--- src/rtl/sprite_line_sched_pkg.sv ---
// Shared types for the sprite line scheduler: object entry layout, size decode, FSM states.
// Optional build macro SPR_SKIP_BLANK_EN is consumed by the top module.
package sprite_pkg;

    localparam int DRAW_GAP_DEF = 8;

    typedef enum logic [2:0] {
        S_IDLE,
        S_RD,
        S_LAT,
        S_CHK,
        S_FETCH,
        S_DRAW,
        S_NEXT
    } state_t;

    typedef struct packed {
        logic [5:0]  rsv_63_58;
        logic [9:0]  x;
        logic [5:0]  rsv_47_42;
        logic        flipy;
        logic        flipx;
        logic        prio;
        logic [6:0]  color;
        logic [15:0] code;
        logic        rsv_15;
        logic [1:0]  wcode;
        logic [1:0]  hcode;
        logic [1:0]  rsv_10_9;
        logic [8:0]  y;
    } obj_entry_t;

    // height in pixels (16..128), width in 16-px columns (1..8)
    typedef struct packed {
        logic [7:0] height;
        logic [3:0] width;
    } spr_size_t;

    function automatic spr_size_t size_decode(input logic [1:0] hcode, input logic [1:0] wcode);
        spr_size_t s;
        s.height = 8'd16 << hcode;
        s.width  = 4'd1 << wcode;
        return s;
    endfunction

endpackage

--- src/rtl/sprite_line_sched_row_fetch.sv ---
// One 64-bit planar row fetch per start: tile/row address math, req/ack handshake,
// and per-plane bit reversal for horizontally flipped sprites.
module sprite_row_fetch
    import sprite_pkg::*;
#(
    parameter int ROM_AW = 20
) (
    input  logic              clk,
    input  logic              reset,
    input  logic              start,
    input  logic              abort,
    input  obj_entry_t        entry,
    input  logic [6:0]        rel,
    input  logic [2:0]        col,
    output logic              rom_req,
    output logic [ROM_AW-1:0] rom_addr,
    input  logic              rom_ack,
    input  logic [63:0]       rom_data,
    output logic              done,
    output logic [63:0]       row_data
);

    function automatic logic [63:0] rev_planes(input logic [63:0] d);
        logic [63:0] r;
        for (int p = 0; p < 4; p++) begin
            for (int b = 0; b < 16; b++) begin
                r[p*16+b] = d[p*16+15-b];
            end
        end
        return r;
    endfunction

    spr_size_t   size;
    logic [6:0]  erel;
    logic [2:0]  c;
    logic [15:0] tile;
    logic [19:0] addr_full;
    logic        req_q;
    logic        unused_fields;

    assign size = size_decode(entry.hcode, entry.wcode);
    // Heights are multiples of 16, so mirroring rel also inverts the row nibble.
    assign erel      = entry.flipy ? (size.height[6:0] - 7'd1 - rel) : rel;
    assign c         = entry.flipx ? (size.width[2:0] - 3'd1 - col) : col;
    assign tile      = entry.code + {10'd0, c, 3'd0} + {13'd0, erel[6:4]};
    assign addr_full = {tile, erel[3:0]};

    // An abort kills the request combinationally so a racing ack is never taken.
    assign rom_req = req_q && !abort;
    assign done    = req_q && rom_ack && !abort;

    always_ff @(posedge clk) begin
        if (reset) begin
            req_q    <= 1'b0;
            rom_addr <= '0;
            row_data <= '0;
        end else if (abort) begin
            req_q <= 1'b0;
        end else if (done) begin
            req_q    <= 1'b0;
            row_data <= entry.flipx ? rev_planes(rom_data) : rom_data;
        end else if (start && !req_q) begin
            req_q    <= 1'b1;
            rom_addr <= ROM_AW'(addr_full);
        end
    end

    assign unused_fields = ^{entry.y, entry.color, entry.prio, entry.x, entry.rsv_63_58,
                             entry.rsv_47_42, entry.rsv_15, entry.rsv_10_9,
                             size.height[7], size.width[3]};

endmodule

--- src/rtl/sprite_line_sched.sv ---
// Per-scanline sprite scheduler: scans the object list, fetches rows of hitting sprites and
// issues paced draw pulses to the line buffer. Define SPR_SKIP_BLANK_EN to drop all-zero rows.
// Handshakes: rom_req rises and holds with a stable rom_addr until a one-cycle rom_ack
// (data in the same cycle); obj_data is valid one cycle after obj_addr; we is a one-cycle strobe.
module sprite_line_sched
    import sprite_pkg::*;
#(
    parameter int OBJ_AW   = 8,
    parameter int ROM_AW   = 20,
    parameter int DRAW_GAP = DRAW_GAP_DEF
) (
    input  logic              clk,
    input  logic              reset,
    input  logic              line_start,
    input  logic [8:0]        v_line,
    input  logic [OBJ_AW:0]   obj_count,
    output logic [OBJ_AW-1:0] obj_addr,
    input  logic [63:0]       obj_data,
    output logic              rom_req,
    output logic [ROM_AW-1:0] rom_addr,
    input  logic              rom_ack,
    input  logic [63:0]       rom_data,
    output logic [63:0]       bits,
    output logic [6:0]        color,
    output logic              prio,
    output logic [9:0]        pos,
    output logic              we,
    output logic              busy,
    output logic              overflow
);

    localparam int GW = $clog2(DRAW_GAP + 1);
    localparam logic [GW-1:0] GAP_RELOAD = GW'(DRAW_GAP - 1);

    state_t          state_q, state_d;
    logic [OBJ_AW:0] idx_q, cnt_q, idx_inc;
    logic [8:0]      vline_q, rel;
    obj_entry_t      entry_q;
    logic [2:0]      col_q;
    logic [GW-1:0]   gap_q;
    spr_size_t       size;
    logic [63:0]     row_data;
    logic            hit, last_col, blank, abort;
    logic            fetch_start, fetch_done, draw_adv, draw_fire;

    assign size     = size_decode(entry_q.hcode, entry_q.wcode);
    assign rel      = vline_q - entry_q.y;
    assign hit      = rel < {1'b0, size.height};
    assign last_col = ({1'b0, col_q} + 4'd1) >= size.width;
    assign idx_inc  = idx_q + 1'b1;
    assign obj_addr = idx_q[OBJ_AW-1:0];
    assign abort    = line_start && (state_q != S_IDLE);

`ifdef SPR_SKIP_BLANK_EN
    assign blank = (row_data == 64'd0);
`else
    assign blank = 1'b0;
`endif

    always_ff @(posedge clk) begin
        if (reset) state_q <= S_IDLE;
        else       state_q <= state_d;
    end

    always_comb begin
        state_d = state_q;
        case (state_q)
            S_IDLE:  state_d = S_IDLE;
            S_RD:    state_d = S_LAT;
            S_LAT:   state_d = S_CHK;
            S_CHK:   state_d = hit ? S_FETCH : S_NEXT;
            S_FETCH: if (fetch_done) state_d = S_DRAW;
            S_DRAW:  if (draw_adv) state_d = last_col ? S_NEXT : S_FETCH;
            S_NEXT:  state_d = (idx_inc == cnt_q) ? S_IDLE : S_RD;
            default: state_d = S_IDLE;
        endcase
        // A new line always restarts the scan, aborting whatever was in flight.
        if (line_start) state_d = (obj_count == '0) ? S_IDLE : S_RD;
    end

    always_comb begin
        busy        = (state_q != S_IDLE);
        fetch_start = (state_q == S_FETCH) && !line_start;
        draw_adv    = (state_q == S_DRAW) && !line_start && (blank || gap_q == '0);
        draw_fire   = draw_adv && !blank;
    end

    always_ff @(posedge clk) begin
        if (reset) begin
            idx_q    <= '0;
            cnt_q    <= '0;
            vline_q  <= '0;
            entry_q  <= '0;
            col_q    <= '0;
            gap_q    <= '0;
            bits     <= '0;
            color    <= '0;
            prio     <= 1'b0;
            pos      <= '0;
            we       <= 1'b0;
            overflow <= 1'b0;
        end else begin
            overflow <= abort;
            we       <= draw_fire;
            // Free-running pacing counter; deliberately untouched by aborts.
            if (draw_fire)        gap_q <= GAP_RELOAD;
            else if (gap_q != '0) gap_q <= gap_q - GW'(1);
            if (line_start) begin
                idx_q   <= '0;
                cnt_q   <= obj_count;
                vline_q <= v_line;
            end else begin
                if (state_q == S_LAT) entry_q <= obj_data;
                if (state_q == S_CHK) col_q <= '0;
                if (draw_adv)         col_q <= col_q + 3'd1;
                if (state_q == S_NEXT) idx_q <= idx_inc;
            end
            if (draw_fire) begin
                bits  <= row_data;
                color <= entry_q.color;
                prio  <= entry_q.prio;
                pos   <= entry_q.x + {3'd0, col_q, 4'd0};
            end
        end
    end

    sprite_row_fetch #(.ROM_AW(ROM_AW)) u_fetch (
        .clk      (clk),
        .reset    (reset),
        .start    (fetch_start),
        .abort    (abort),
        .entry    (entry_q),
        .rel      (rel[6:0]),
        .col      (col_q),
        .rom_req  (rom_req),
        .rom_addr (rom_addr),
        .rom_ack  (rom_ack),
        .rom_data (rom_data),
        .done     (fetch_done),
        .row_data (row_data)
    );

endmodule

--- config.mk ---
export PLATFORM = sky130hd
export DESIGN_NAME = sprite_line_sched
export DESIGN_NICKNAME = d
export VERILOG_FILES = /design/src/rtl/sprite_line_sched_pkg.sv /design/src/rtl/sprite_line_sched_row_fetch.sv /design/src/rtl/sprite_line_sched.sv
export SDC_FILE = /design/constraint.sdc
export NUM_CORES = 1
export LEC_CHECK = 0
export ABC_CLOCK_PERIOD_IN_PS = 6660
export CAP_MARGIN = 20
export CORE_MARGIN = 2
export CORE_UTILIZATION = 50
export CTS_CLUSTER_SIZE = 28
export DETAILED_ROUTE_END_ITERATION = 8
export HOLD_SLACK_MARGIN = 0.1
export PLACE_DENSITY = 0.88
export SYNTH_ARGS = -nofsm -noshare
export SYNTH_HDL_FRONTEND = slang
export SYNTH_SLANG_ARGS = --single-unit
--- constraint.sdc ---
create_clock -name clk -period 6.66 [get_ports clk]
set_clock_uncertainty 0.15 [all_clocks]
set_input_delay 0.666 -clock clk [delete_from_list [all_inputs] [get_ports clk]]
set_output_delay 0.666 -clock clk [all_outputs]
set_load 0.02 [all_outputs]
==> flow_summary.html <==
<table>
<tr><th>Metric</th><th>Value</th></tr>
<tr><th colspan="2">Status</th></tr>
<tr><td>Status</td><td>finished, final reports clean</td></tr>
<tr><th colspan="2">Final layout</th></tr>
<tr><td>Net count of the finished layout</td><td>1705</td></tr>
<tr><td>Fraction of layout cells with a size suffix above 1</td><td>approximately 8%</td></tr>
<tr><td>Number of cells in the finished layout apart from fillers</td><td>~1800</td></tr>
<tr><td>Fill count</td><td>1770</td></tr>
<tr><td>Most frequent cells in the layout</td><td>nand2_1 (300), dfxtp_1 (254), clkdlybuf4s50_1 (247)</td></tr>
<tr><td>Number of antenna cells inserted</td><td>0</td></tr>
<tr><td>Most common cell after layout, fill and taps aside</td><td>nand2_1</td></tr>
<tr><td>Area Growth Syn to Fin</td><td>29.31%</td></tr>
<tr><th colspan="2">Worst setup path</th></tr>
<tr><td>Largest driver fanout on the critical path</td><td>5</td></tr>
<tr><td>Startpoint class of the critical path</td><td>flop</td></tr>
<tr><td>Reg2Reg Capture Point</td><td>u_fetch.rom_addr[19]$_SDFFE_PP0P_</td></tr>
<tr><td>Critical register-to-register path startpoint</td><td>entry_q[1]$_SDFFE_PP0P_</td></tr>
<tr><td>Count of cells along the worst register-to-register path</td><td>18</td></tr>
<tr><td>Critical setup path kind</td><td>flop to flop</td></tr>
<tr><td>Required time reported for the critical path endpoint</td><td>6.90 ns</td></tr>
<tr><td>Minimum setup slack among reg-to-reg paths</td><td>2.13 ns</td></tr>
<tr><td>Critical path arrival</td><td>4.78 ns</td></tr>
<tr><td>Crit path capture type</td><td>flop</td></tr>
<tr><th colspan="2">Placement</th></tr>
<tr><td>Port Buf Inserts</td><td>248</td></tr>
<tr><td>Placed insts</td><td>1775</td></tr>
<tr><td>Post-detailed-placement half-perimeter wirelength</td><td>19390 um</td></tr>
<tr><td>Routability congestion estimate from global placement</td><td>0.8706</td></tr>
<tr><th colspan="2">Detailed routing</th></tr>
<tr><td>Drc violations</td><td>0</td></tr>
<tr><td>Antenna Nets Post-Route</td><td>0</td></tr>
<tr><td>Final routed wire length divided by cell count</td><td>roughly 16 um</td></tr>
<tr><td>Vias per cell</td><td>around 5.4</td></tr>
<tr><td>Vias post-DR</td><td>~9900</td></tr>
<tr><td>Drt first-iter violations</td><td>639</td></tr>
<tr><td>Routed WL</td><td>29140 um</td></tr>
<tr><td>Drt pass-1 iters</td><td>5</td></tr>
<tr><th colspan="2">Yosys</th></tr>
<tr><td>Post-synthesis share of cell area spent on xor and xnor gates</td><td>3.503%</td></tr>
<tr><td>Net count of the mapped netlist</td><td>~1500</td></tr>
<tr><td>Sequential area share after synthesis</td><td>44.39%</td></tr>
<tr><td>Post-synth ARST share</td><td>0%</td></tr>
<tr><td>Count of cell types in the netlist</td><td>53</td></tr>
<tr><td>Yosys warning count</td><td>0</td></tr>
<tr><td>Fraction of the mapped netlist area in adder cells</td><td>under 10%</td></tr>
<tr><td>Count of mapped cells out of synthesis</td><td>1332</td></tr>
<tr><td>Simple-gate share of the synthesized area</td><td>17.73%</td></tr>
<tr><td>Complex-gate fraction of the synthesized area</td><td>17.71%</td></tr>
<tr><td>Predominant post-synthesis flop cell</td><td>dfxtp_1</td></tr>
<tr><td>Combinational family with the most area after synthesis</td><td>simple AND/OR/NAND/NOR gates</td></tr>
<tr><td>Number of enable-type register cells in the synthesized netlist</td><td>0</td></tr>
<tr><td>Synthesized area per cell</td><td>8.634 um^2</td></tr>
<tr><td>Post-synthesis sequential element count</td><td>255</td></tr>
<tr><td>Fraction of synthesized area in multiplexers</td><td>7.137%</td></tr>
<tr><td>Syn Std Cell Area</td><td>11500 um^2</td></tr>
<tr><th colspan="2">Clocking</th></tr>
<tr><td>Post-CTS clock slew at the launch and capture registers of the worst setup and hold paths</td><td>approximately 0.060 ns</td></tr>
<tr><td>Num Clock Sinks</td><td>255</td></tr>
<tr><td>Clock insertion delay at the later pin of the skew report</td><td>0.53 ns</td></tr>
<tr><td>Quantity of gates resized following cts</td><td>0</td></tr>
<tr><td>Number of post-CTS setup repair buffers</td><td>0</td></tr>
<tr><td>Inserted Clock Buffers</td><td>27</td></tr>
<tr><td>Clock Path Buffers</td><td>3</td></tr>
<tr><td>Hold bufs inserted after CTS</td><td>0</td></tr>
<tr><td>Cell at the root of the clock tree</td><td>clkbuf_16</td></tr>
<tr><td>Deepest level of the CTS H-tree</td><td>1</td></tr>
<tr><td>TritonCTS clock tree</td><td>done</td></tr>
<tr><th colspan="2">Worst hold path</th></tr>
<tr><td>Hold crit path type</td><td>flop to flop</td></tr>
<tr><td>Worst hold path startpoint</td><td>u_fetch.row_data[56]$_SDFFE_PP0P_</td></tr>
<tr><td>Worst Hold Path EP</td><td>bits[56]$_SDFFE_PP0P_</td></tr>
<tr><td>Number of instances on the worst hold path</td><td>2</td></tr>
<tr><th colspan="2">Floorplan</th></tr>
<tr><td>Die Y</td><td>~160 um</td></tr>
<tr><td>Total Die Area</td><td>approximately 24000 um^2</td></tr>
<tr><td>Placeable core region</td><td>22640 um^2</td></tr>
<tr><td>Die outline width</td><td>155.7 um</td></tr>
<tr><td>I/O pin count</td><td>264</td></tr>
<tr><td>Initial Util</td><td>50.80%</td></tr>
<tr><td>FP Rows</td><td>55</td></tr>
<tr><th colspan="2">GRT</th></tr>
<tr><td>Wire length of the first global-routing pass</td><td>around 47000 um</td></tr>
<tr><td>Met1 usage in global routing</td><td>~29%</td></tr>
<tr><td>Maximum number of pins on one net before global-route repair</td><td>92</td></tr>
<tr><td>Met2 Track Usage GR</td><td>40.52%</td></tr>
<tr><td>Layer with the highest usage</td><td>met2</td></tr>
<tr><td>Number of global-route vias before repair</td><td>9606</td></tr>
<tr><td>Number of antenna violations at the first check in global routing</td><td>0</td></tr>
<tr><td>Overflow left after global routing</td><td>0</td></tr>
<tr><td>Met3 usage in global routing</td><td>roughly 4.9%</td></tr>
<tr><td>Combined global-route utilization of all metal layers</td><td>between 20% and 30%</td></tr>
<tr><th colspan="2">STA</th></tr>
<tr><td>Unrepaired setup endpoints after global routing</td><td>false</td></tr>
<tr><td>Relative slew slack</td><td>27.57%</td></tr>
<tr><td>Final worst path period need</td><td>4.532 ns</td></tr>
<tr><td>Hold violation total from the final report</td><td>0</td></tr>
<tr><td>Timing-limited maximum frequency</td><td>220.7 MHz</td></tr>
<tr><td>Portion of the clock cycle consumed by the worst path in the final layout</td><td>around two thirds</td></tr>
<tr><td>Setup total negative slack</td><td>0 ns</td></tr>
<tr><td>Worst Max-Slew Pin Slew</td><td>1.086 ns</td></tr>
<tr><td>Fin. max-slew vios</td><td>0</td></tr>
<tr><td>Endpoints failing setup</td><td>0</td></tr>
<tr><th colspan="2">Power and ir drop</th></tr>
<tr><td>Leakage power of the design</td><td>5.000 nW</td></tr>
<tr><td>Total power per unit cell area</td><td>230.4 nW/um^2</td></tr>
<tr><td>Peak ir drop on the vdd network</td><td>~0.18 mV</td></tr>
<tr><th colspan="2">Run</th></tr>
<tr><td>Count of max-cap constraint violations</td><td>0</td></tr>
</table>
-- per-layer routing --
metal | routed length (um) | share of wire [%]
met2 | 14080 | 48
met3 | 1821 | 6.2
met5 | 0 | 0
met4 | 646 | 2.2
met1 | 12590 | 43
-- sequential cells by signal, indices dropped and copies added (netlist names), 4 cells and up --
register / count
bits: 64
cnt_q: 9
color: 7
entry_q: 49
gap_q: 4
idx_q: 9
pos: 10
u_fetch.rom_addr: 20
u_fetch.row_data: 64
vline_q: 9
-- kinds of logic (layout without fill, tap and decap cells) --
group / Yosys count / after routing
and+or+nand+nor: 492 / 492
xor gates and xnor gates: 46 / 46
muxes: 82 / 82
DFF: 255 / 255
AOI/OAI and AO/OA: 296 / 296
adders and majority gates: 35 / 35
buffers and inverters: 126 / 334
-- critical path, stage by stage, from the launching register on --
cell	delay [ns]
dfxtp_1	0.33
inv_1	0.07
ha_1	0.26
nor2b_1	0.12
o21ai_0	0.21
a21boi_0	0.12
o21ai_0	0.31
a21boi_0	0.21
or2_2	0.34
fa_1	0.54
nand2_1	0.05
o31ai_1	0.14
ha_1	0.31
a21o_1	0.15
a21o_1	0.20
a2111o_1	0.50
nand4_1	0.15
xor2_1	0.15
a21oi_1	0.07
-- power breakdown --
group          total [mW]  internal (mW)  switching (mW)  leakage [nW]
clock network        1.54          0.942           0.595         0.459
logic               0.318          0.158           0.160          2.48
registers            1.57           1.55          0.0210          2.06
total                3.43           2.65           0.776          5.00
-- worst max path at each step --
stage | start | slack [ns] | end
final | entry_q[1]$_SDFFE_PP0P_ | 2.13 | u_fetch.rom_addr[19]$_SDFFE_PP0P_
after global routing | entry_q[1]$_SDFFE_PP0P_ | 1.80 | u_fetch.rom_addr[19]$_SDFFE_PP0P_
after CTS | entry_q[1]$_SDFFE_PP0P_ | 2.15 | u_fetch.rom_addr[17]$_SDFFE_PP0P_
after detailed placement | entry_q[1]$_SDFFE_PP0P_ | 2.17 | u_fetch.rom_addr[17]$_SDFFE_PP0P_
after global placement | entry_q[1]$_SDFFE_PP0P_ | 2.27 | u_fetch.rom_addr[19]$_SDFFE_PP0P_
after floorplan | entry_q[1]$_SDFFE_PP0P_ | 2.60 | u_fetch.rom_addr[19]$_SDFFE_PP0P_
-- final cells by class --
| type | instances | area [um^2] | area share, % |
|---|---|---|---|
| inverters | 26 | 97.59 | 0.6562 |
| multi-input cells | 951 | 5803 | 39.02 |
| well taps | 285 | 356.6 | 2.398 |
| flip-flops and latches | 255 | 5109 | 34.35 |
| repair buffers | 259 | 2581 | 17.36 |
| clock inverters | 5 | 75.07 | 0.5048 |
| clock buffers | 44 | 849.6 | 5.713 |
-- through the flow --
stage                     setup WS [ns]  cell area (um^2)  power (mW)  utilization, %  hold slack (ns)
final                             2.128             14870       3.426           65.69           0.2972
after CTS                         2.150             14850       3.450           65.60           0.2991
after global routing              1.800             14870       3.553           65.69           0.3131
after global placement            2.267             13930       1.907           61.51           0.2856
after floorplan                   2.597             11500       1.787               -           0.2821
after detailed placement          2.174             13930       1.918           61.51           0.2933
-- cells in the mapped netlist (6+ instances only) --
| master | count | share of area, % |
|---|---|---|
| nand2_1 | 300 | 9.8 |
| dfxtp_1 | 255 | 44 |
| a21oi_1 | 164 | 7.1 |
| nor2_1 | 118 | 3.9 |
| mux2i_1 | 82 | 7.1 |
| a211oi_2 | 56 | 6.1 |
| clkbuf_1 | 46 | 1.5 |
| ha_1 | 30 | 3.3 |
| o21ai_0 | 28 | 1.2 |
| inv_1 | 26 | 0.85 |
| xnor2_1 | 24 | 1.8 |
| xor2_1 | 22 | 1.7 |
| buf_2 | 21 | 0.91 |
| buf_4 | 18 | 1.2 |
| a211oi_1 | 17 | 1.1 |
| nand3_1 | 13 | 0.57 |
| and3_1 | 9 | 0.49 |
| nand2b_1 | 8 | 0.44 |
| buf_1 | 7 | 0.23 |
| buf_6 | 7 | 0.69 |
| nor3_1 | 7 | 0.30 |
| or2_2 | 6 | 0.33 |
No activity file was read; power rests on OpenSTA's default activity.
